### src/rtl/cam_dma_pkg.sv
// Shared definitions for the camera DMA masters: FSM encoding, burst sizing
// and the FIFO fill-count width rule.
package cam_dma_pkg;

   typedef enum logic {
      IDLE  = 1'b0,
      BURST = 1'b1
   } bwm_state_e;

   // One extra bit so a completely full FIFO has a distinct count.
   function automatic int unsigned fifo_cnt_w(input int unsigned depth_log2);
      return depth_log2 + 1;
   endfunction

   // Beats for the next burst. Unless the target is a fixed location, a burst
   // starting mid-window is cut short so the following one lands aligned.
   function automatic logic [31:0] burst_size(input logic [31:0] address,
                                              input logic [31:0] length,
                                              input logic        fixed,
                                              input logic [31:0] max_burst,
                                              input int unsigned be_log2);
      logic [31:0] wb, words, lim;
      wb    = (address >> be_log2) & (max_burst - 32'd1);
      words = length >> be_log2;
      lim   = (fixed || wb == 32'd0) ? max_burst : max_burst - wb;
      return (words < lim) ? words : lim;
   endfunction

endpackage

### src/rtl/bwm_sync_fifo.sv
// Single-clock show-ahead FIFO: q is the current head, pushes while full and
// pops while empty are ignored.
module bwm_sync_fifo #(
   parameter int WIDTH      = 32,
   parameter int DEPTH      = 32,
   parameter int DEPTH_LOG2 = 5
) (
   input  logic                  clk,
   input  logic                  reset,
   input  logic                  wrreq,
   input  logic [WIDTH-1:0]      data,
   input  logic                  rdreq,
   output logic [WIDTH-1:0]      q,
   output logic                  empty,
   output logic                  full,
   output logic [DEPTH_LOG2:0]   usedw
);

   logic [WIDTH-1:0]      mem_q [DEPTH];
   logic [DEPTH_LOG2-1:0] wr_ptr_q, wr_ptr_d, rd_ptr_q, rd_ptr_d;
   logic [DEPTH_LOG2:0]   cnt_q, cnt_d;
   logic                  wr_en, rd_en;

   assign full  = (cnt_q == (DEPTH_LOG2+1)'(DEPTH));
   assign empty = (cnt_q == '0);
   assign usedw = cnt_q;
   assign q     = mem_q[rd_ptr_q];

   // Full is judged on the registered count, so a same-cycle pop never
   // rescues a push into a full FIFO.
   assign wr_en = wrreq & ~full;
   assign rd_en = rdreq & ~empty;

   always_comb begin
      wr_ptr_d = wr_ptr_q + {{(DEPTH_LOG2-1){1'b0}}, wr_en};
      rd_ptr_d = rd_ptr_q + {{(DEPTH_LOG2-1){1'b0}}, rd_en};
      cnt_d    = cnt_q + {{DEPTH_LOG2{1'b0}}, wr_en} - {{DEPTH_LOG2{1'b0}}, rd_en};
   end

   always_ff @(posedge clk or posedge reset) begin
      if (reset) begin
         wr_ptr_q <= '0;
         rd_ptr_q <= '0;
         cnt_q    <= '0;
      end else begin
         wr_ptr_q <= wr_ptr_d;
         rd_ptr_q <= rd_ptr_d;
         cnt_q    <= cnt_d;
      end
   end

   always_ff @(posedge clk) begin
      if (wr_en) mem_q[wr_ptr_q] <= data;
   end

endmodule

### src/rtl/cam_burst_write_master.sv
// Avalon-MM bursting write master draining a local FIFO to memory.
// Define CAM_BURST_WRITE_MASTER_OVERFLOW_EN to build the sticky overflow flag.
module cam_burst_write_master
   import cam_dma_pkg::*;
#(
   parameter int DATAWIDTH       = 32,
   parameter int MAXBURSTCOUNT   = 4,
   parameter int BURSTCOUNTWIDTH = 3,
   parameter int BYTEENABLEWIDTH = 4,
   parameter int ADDRESSWIDTH    = 32,
   parameter int FIFODEPTH       = 32,
   parameter int FIFODEPTH_LOG2  = 5
) (
   input  logic                       clk,
   input  logic                       reset,
   input  logic                       control_fixed_location,
   input  logic [ADDRESSWIDTH-1:0]    control_write_base,
   input  logic [ADDRESSWIDTH-1:0]    control_write_length,
   input  logic                       control_go,
   output logic                       control_done,
   output logic                       control_overflow,
   input  logic                       user_write_buffer,
   input  logic [DATAWIDTH-1:0]       user_buffer_data,
   output logic                       user_buffer_full,
   output logic [ADDRESSWIDTH-1:0]    master_address,
   output logic                       master_write,
   output logic [BYTEENABLEWIDTH-1:0] master_byteenable,
   output logic [DATAWIDTH-1:0]       master_writedata,
   output logic [BURSTCOUNTWIDTH-1:0] master_burstcount,
   input  logic                       master_waitrequest
);

   localparam int CNTW    = fifo_cnt_w(FIFODEPTH_LOG2);
   localparam int BE_LOG2 = $clog2(BYTEENABLEWIDTH);

   bwm_state_e                 state_q, state_d;
   logic [ADDRESSWIDTH-1:0]    address_q, address_d;
   logic [ADDRESSWIDTH-1:0]    length_q, length_d;
   logic                       fixed_q, fixed_d;
   logic [BURSTCOUNTWIDTH-1:0] burst_reg_q, burst_reg_d;
   logic [BURSTCOUNTWIDTH-1:0] beats_left_q, beats_left_d;

   logic [CNTW-1:0]            fifo_used;
   logic                       fifo_empty, fifo_full, fifo_pop;
   logic [31:0]                next_burst;
   logic                       burst_ready;

   bwm_sync_fifo #(
      .WIDTH      (DATAWIDTH),
      .DEPTH      (FIFODEPTH),
      .DEPTH_LOG2 (FIFODEPTH_LOG2)
   ) u_fifo (
      .clk   (clk),
      .reset (reset),
      .wrreq (user_write_buffer),
      .data  (user_buffer_data),
      .rdreq (fifo_pop),
      .q     (master_writedata),
      .empty (fifo_empty),
      .full  (fifo_full),
      .usedw (fifo_used)
   );

   assign next_burst  = burst_size(32'(address_q), 32'(length_q), fixed_q,
                                   32'(MAXBURSTCOUNT), BE_LOG2);
   // Only start once the whole burst is buffered so the bus never idles mid-burst.
   assign burst_ready = !fifo_empty && (32'(fifo_used) >= next_burst);

   assign user_buffer_full  = fifo_full;
   assign master_address    = address_q;
   assign master_burstcount = burst_reg_q;
   assign master_byteenable = '1;
   assign control_done      = (length_q == '0) && (state_q == IDLE);

   always_comb begin
      state_d      = state_q;
      address_d    = address_q;
      length_d     = length_q;
      fixed_d      = fixed_q;
      burst_reg_d  = burst_reg_q;
      beats_left_d = beats_left_q;
      fifo_pop     = 1'b0;
      master_write = (state_q == BURST);
      case (state_q)
         IDLE: begin
            if (control_go) begin
               address_d = control_write_base;
               length_d  = control_write_length & ~ADDRESSWIDTH'(BYTEENABLEWIDTH - 1);
               fixed_d   = control_fixed_location;
            end else if (length_q != '0 && burst_ready) begin
               state_d      = BURST;
               burst_reg_d  = BURSTCOUNTWIDTH'(next_burst);
               beats_left_d = BURSTCOUNTWIDTH'(next_burst);
            end
         end
         BURST: begin
            if (!master_waitrequest) begin
               fifo_pop     = 1'b1;
               beats_left_d = beats_left_q - BURSTCOUNTWIDTH'(1);
               length_d     = length_q - ADDRESSWIDTH'(BYTEENABLEWIDTH);
               if (beats_left_q == BURSTCOUNTWIDTH'(1)) begin
                  if (!fixed_q)
                     address_d = address_q + (ADDRESSWIDTH'(burst_reg_q) << BE_LOG2);
                  state_d = IDLE;
               end
            end
         end
         default: state_d = IDLE;
      endcase
   end

   always_ff @(posedge clk or posedge reset) begin
      if (reset) begin
         state_q      <= IDLE;
         address_q    <= '0;
         length_q     <= '0;
         fixed_q      <= 1'b0;
         burst_reg_q  <= '0;
         beats_left_q <= '0;
      end else begin
         state_q      <= state_d;
         address_q    <= address_d;
         length_q     <= length_d;
         fixed_q      <= fixed_d;
         burst_reg_q  <= burst_reg_d;
         beats_left_q <= beats_left_d;
      end
   end

`ifdef CAM_BURST_WRITE_MASTER_OVERFLOW_EN
   logic overflow_q, overflow_d;

   // A drop in the same cycle as go still sets the flag.
   always_comb begin
      overflow_d = overflow_q;
      if (control_go && state_q == IDLE) overflow_d = 1'b0;
      if (user_write_buffer && fifo_full) overflow_d = 1'b1;
   end

   always_ff @(posedge clk or posedge reset) begin
      if (reset) overflow_q <= 1'b0;
      else       overflow_q <= overflow_d;
   end

   assign control_overflow = overflow_q;
`else
   assign control_overflow = 1'b0;
`endif

endmodule

### config.mk
export PLATFORM = sky130hd
export DESIGN_NAME = cam_burst_write_master
export DESIGN_NICKNAME = d
export VERILOG_FILES = /design/src/rtl/cam_dma_pkg.sv /design/src/rtl/bwm_sync_fifo.sv /design/src/rtl/cam_burst_write_master.sv
export SDC_FILE = /design/constraint.sdc
export NUM_CORES = 1
export LEC_CHECK = 0
export CAP_MARGIN = 25
export CORE_ASPECT_RATIO = 0.8
export CORE_MARGIN = 4
export CORE_UTILIZATION = 50
export DETAILED_ROUTE_END_ITERATION = 8
export GPL_ROUTABILITY_DRIVEN = 0
export PLACE_DENSITY = 0.64
export SKIP_CTS_REPAIR_TIMING = 1
export SKIP_LAST_GASP = 1
export SLEW_MARGIN = 40
export SYNTH_ARGS = -nofsm -noshare
export SYNTH_HDL_FRONTEND = slang
export SYNTH_SLANG_ARGS = --single-unit
### constraint.sdc
create_clock -name clk -period 4.95 [get_ports clk]
set_input_delay 0.495 -clock clk [delete_from_list [all_inputs] [get_ports clk]]
set_output_delay 0.495 -clock clk [all_outputs]
set_load 0.05 [all_outputs]
Word level (Yosys, flattened, before mapping)
Memory sizes are Yosys's and may differ from the RTL's.
Cells that the tools add are included.
Storage, ports and cells
  memory bits (writable): 1024
  memories kept: 1
  bits of input ports: 102
  output and inout bits: 75
  logic and storage cells: 71
  register bits after elaboration: 88
Cells by class
  muxes and demuxes: 23
  reductions and logical operators: 14
  magnitude comparators: 2
  bitwise logic cells: 6
  equal/unequal tests: 8
  add/sub/neg operators: 8
Memories
  u_fifo.mem_q: words 32, width 32, rd ports 1, clocked after Yosys merged registers in 0, write ports 1, RTL line bwm_sync_fifo.sv:19  | logic [WIDTH-1:0] mem_q [DEPTH];
Operator list (number)
  $mux W32: 8
  $pmux W32 S2: 2
  $logic_not A32 Y1: 2
  $add A32 B5 Y32: 1
  $ge A6 B32 Y1: 1
  $lt A30 B32 Y1: 1
  $reduce_bool A32 Y1: 1
  $sub A32 B3 Y32 const B: 1
  $add A5 B1 Y5: 2
  $mux W3: 3
  $mux W1: 8
  $ne A2 B2 Y1 const B: 4
  $add A6 B1 Y6: 1
  $eq A6 B6 Y1 const B: 1
  $logic_not A6 Y1: 1
  $pmux W3 S2: 1
  $reduce_and A3 Y1: 2
  $sub A6 B1 Y6: 1
  $ne A2 B1 Y1 const B: 2
  $not A1 Y1: 4
  $reduce_and A2 Y1: 2
  $reduce_and A4 Y1: 1
  $sub A3 B2 Y4 const A: 1
  $eq A3 B1 Y1 const B: 1
  6 further kinds: 9

Depth between registers and ports, before layout
  word-level depth: 11
  gate-level depth with buffers: 19
  depth with buffers taken out: 18

Hierarchy
From an unflattened synthesis, not the netlist that was laid out.
Unflattened totals
  cell total of the unflattened synthesis: 2334
  area, all modules: 44310.0 µm²
Modules (own cells, without submodules)
  bwm_sync_fifo: area each 39715.6 µm², times used 1, cells an instance 1794, seq. area each 31149.9 µm²
  cam_burst_write_master: area each 4594.4 µm², times used 1, cells an instance 540, seq. area each 1751.7 µm²

Worst setup path before layout
No wires, ideal clock.
  kind: reg-to-reg
  start point: register address_q[3], in the netlist master_address[3]
  end point: register burst_reg_q[2], in the netlist master_burstcount[2]
  arrival: 3893 ps
  setup time: 125 ps
  setup slack: 933 ps
  cell stages (with the launch flop): 19
  clock period less this slack: 4017 ps
  required time: 4825 ps
  path buffers: 1
  cell sequence: dfrtp_1 inv_1 ha_1 nor2_1 nand2_1 ha_1 o21ai_0 a31oi_1 or3_1 o211ai_1 and2_1 inv_1 ha_1 nor3b_1 o21ai_0 o2111ai_1 a21oi_1 clkbuf_1 mux2_2
Between the ends
  longest elaborated chain between the ends: 9
  elaborated cells between the ends (all ways): 10
  classes of those cells: 1 x add/sub; 2 x order compare; 2 x mux; 5 x reduce/logical
Ends and longest elaborated chain
  start, declared: RTL line cam_burst_write_master.sv:37  | logic [ADDRESSWIDTH-1:0] address_q, address_d;
  start signal, assigned: RTL line cam_burst_write_master.sv:122  | address_q <= address_d;
  $logic_not A32 Y1: RTL line cam_dma_pkg.sv:25  | lim = (fixed || wb == 32'd0) ? max_burst : max_burst - wb;
  $logic_or A1 B1 Y1: RTL line cam_dma_pkg.sv:25
  $mux W32 *: RTL line cam_dma_pkg.sv:25
  $lt A30 B32 Y1: RTL line cam_dma_pkg.sv:26  | return (words < lim) ? words : lim;
  $mux W32 *: RTL line cam_dma_pkg.sv:26
  net next_burst[0]: RTL line cam_burst_write_master.sv:45  | logic [31:0] next_burst;
  $ge A6 B32 Y1 *: RTL line cam_burst_write_master.sv:67  | assign burst_ready = !fifo_empty && (32'(fifo_used) >= next_burst);
  $logic_and A1 B1 Y1 *: RTL line cam_burst_write_master.sv:67
  $logic_and A1 B1 Y1 *: RTL line cam_burst_write_master.sv:90  | end else if (length_q != '0 && burst_ready) begin
  $reduce_and A3 Y1 (no source line) *
  end signal, assigned: RTL line cam_burst_write_master.sv:125  | burst_reg_q <= burst_reg_d;
  end, declared: RTL line cam_burst_write_master.sv:40  | logic [BURSTCOUNTWIDTH-1:0] burst_reg_q, burst_reg_d;
The timed path passes the listed nets; every way through them passes the cells marked *.
A chain may end at the register's enable or synchronous reset.

Worst setup path in the final report
  start point: register u_fifo.rd_ptr_q[0]
  end point: output master_writedata[31]
Between the ends
  longest elaborated chain between the ends: 1
Ends and longest elaborated chain
  start, declared: RTL line bwm_sync_fifo.sv:20  | logic [DEPTH_LOG2-1:0] wr_ptr_q, wr_ptr_d, rd_ptr_q, rd_ptr_d;
  start signal, assigned: RTL line bwm_sync_fifo.sv:47  | rd_ptr_q <= rd_ptr_d;
  $mem_v2 Z32 W32
  end, declared: RTL line cam_burst_write_master.sv:28  | output logic [DATAWIDTH-1:0] master_writedata,
Every way passes these cells.

==> impl_metrics.toml <==
[sta]
hold_viol = 0
slew-limit-headroom = 0.425
worstMarginPinSlew_ns = 0.861
tns_ns = 0
final.period_utilization = 0.937
period_minus_slack_ns = 4.64
rsz0062_at_grt = "false"
finalSetupViolations = 0
finalClockSkew_ns = 0.0184
slew_viol_final = 0
max_freq_mhz = 215

[route]
drt_iter0_markers = 2483
final_antenna_net_count = 0
avgViaCountPerCell = 6.16
wire_per_inst_um = 29.0
detail_route.wirelength_um = 106000
vias = 22400
dr.pass1.iters = 5
drc = 0

[global_route]
first_global_vias = 23000
grt_max_degree = 61
antenna_found_initial = 2
overflow = 0
grtUsageTotal = 0.228
grt_first_pass_wirelength_um = 155000

[floorplan]
coreArea_mm2 = 0.0876
initial_core_util = 0.504
die_area_mm2 = 0.0932
die-width_um = 340
placementRows = 97
die_h_um = 274
ios = 177

[logic_synthesis]
ys.flop_type = "edfxtp_1"
synth_edf_count = 1024
synth_area_mm2 = 0.0442
yosysWarningCount = 0
synth_top_cell_area_share = 0.696
netlist_instances = 2107
yosys-top-cells-area = "edfxtp_1 70%, mux4_2 16%, dfrtp_1 4.9%"
synth.distinct_cells = 66
synth_top_cell_by_area = "edfxtp_1"
async_flop_share = 0.0775
ys_ff_latch = 1110
avgSynthCellArea_um2 = 21.0
synth-seq-area-share = 0.744

[clock_tree]
clockBufferDepth = 3
cts_sinks = 1110
h-tree-depth = 3
path_clk_slew_ns = 0.06
cts_buffers = 107
root_buffer = "clkbuf_16"
clk_latency_ns = 0.68
cts_tree = "yes"

[pwr]
p_switching_mw = 10.1
ir_worst_vdd_v = 0.000515
swShare = 0.330
p_int_mw = 20.6
p_clk_frac = 0.262
p_leak_nw = 16.5
power_density_mw_per_mm2 = 597
p_comb_frac = 0.345
power_frac_seq = 0.393

[min_path]
worst_hold_path_type = "input port to asynchronous set/reset pin"

[finish]
layout_common_cells = "1,024 x edfxtp_1, 320 x mux4_2, 137 x clkdlybuf4s50_1, 107 x clkbuf_16, 81 x dfrtp_1"
layout_commonest_cell = "edfxtp_1"
fin_util = 0.587
area_growth_pct = 16.3
fin_nets = 2495
drive_above_1_share = 0.278
fillCellCount = 6386
seq_area_mm2 = 0.0329
multi_input_area_mm2 = 0.0110

[critical_path]
critPathRequiredTime_ns = 4.45
crit_path_start_kind = "flop"
critPathMaxFanout = 26
crit_path_end_kind = "output port"
arrival_ns = 4.15
crit_type = "flop to output port"

[run]
cap_viol_max_count = 0

[outcome]
status = "finished clean"

[placement]
dp_hpwl_um = 58600
portBuffers = 169
-- per-stage QoR --
step / hold slack, ns / worst slack (ns) / total power, mW / std cells / cell area, um^2
after floorplan: 0.465 / 0.933 / 19.4 / 2113 / 44200
after global placement: 0.460 / 0.876 / 22.8 / 3440 / 48100
after detailed placement: 0.466 / 0.933 / 23.0 / 3441 / 48100
after CTS: 0.166 / 0.174 / 31.0 / 3636 / 51500
after global routing: 0.196 / 0.0687 / 32.0 / 3638 / 51400
final: 0.183 / 0.309 / 30.7 / 3638 / 51400
-- worst max-delay path: stages, from the launching register on --
cell             delay [ns]
dfrtp_4                0.77
buf_4                  0.56
mux4_2                 0.58
mux4_2                 0.50
mux2_2                 0.29
clkdlybuf4s50_1        0.71
-- kinds of logic (layout without fill, tap and decap cells) --
| kind of cell | count (synthesis) | count (layout) | synth area share |
|---|---|---|---|
| AOI/OAI and AO/OA | 149 | 149 | 0.0236 |
| adders and majority gates | 31 | 31 | 0.00912 |
| buffers and inverters | 146 | 481 | 0.0138 |
| and+or+nand+nor | 290 | 290 | 0.0319 |
| xor gates and xnor gates | 18 | 18 | 0.00357 |
| DFF | 1110 | 1110 | 0.744 |
| muxes | 361 | 361 | 0.173 |
| other | 2 | 10 | 0.000170 |
-- synthesized netlist by cell type (28+ instances only) --
master / number
nor3_1: 28
nor2_1: 90
inv_1: 33
nand3_1: 31
nand2_1: 76
edfxtp_1: 1024
dfrtp_1: 86
mux2_2: 35
clkbuf_1: 72
ha_1: 29
a21oi_1: 31
mux4_2: 320
-- final cells by class --
cell class / count / share of cell area
multi-input combinational: 857 / 0.213
antenna: 2 / 0.0000973
clock inverter: 63 / 0.0125
inverter: 33 / 0.00251
sequential: 1110 / 0.640
clock buffer: 132 / 0.0543
tap: 1188 / 0.0289
timing repair buffer: 253 / 0.0482
-- metal layers --
layer / track usage / wire [um]
met1: 0.332 / 45100
met2: 0.366 / 51200
met3: 0.0399 / 6780
met4: 0.0551 / 2500
met5: 0 / 0
-- state kept, by name (all words and copies together), names as in the netlist --
register,cells
u_fifo.mem_q,1024
master_address,32
length_q,30
u_fifo.usedw,6
u_fifo.rd_ptr_q,5
u_fifo.wr_ptr_q,5
beats_left_q,3
master_burstcount,3
fixed_q,1
master_write,1
-- power by group through the flow --
stage / Combinational, mW / Sequential [mW] / Clock, mW
4_1_cts: 10.8 / 12.1 / 8.21
6_report: 10.6 / 12.0 / 8.04
3_3_place_gp: 10.6 / 12.2 / 0
3_5_place_dp: 10.7 / 12.2 / 0
5_1_grt: 11.2 / 12.1 / 8.63
2_1_floorplan: 7.17 / 12.2 / 0
-- final timing paths --
check / start / to / slack [ns] / depth (start not counted)
max reg2reg: master_address[2] / beats_left_q[0] / 0.88 / 19
max: u_fifo.rd_ptr_q[0] / master_writedata[31] / 0.31 / 5
min: reset / master_address[30] / 0.18 / 2
min reg2reg: master_address[1] / master_address[1] / 0.48 / 2
min in group clk: user_buffer_data[12] / u_fifo.mem_q[17][12] / 0.30 / 1
max in group asynchronous: reset / length_q[4] / 3.77 / 3
No activity file was read; power rests on OpenSTA's default activity.
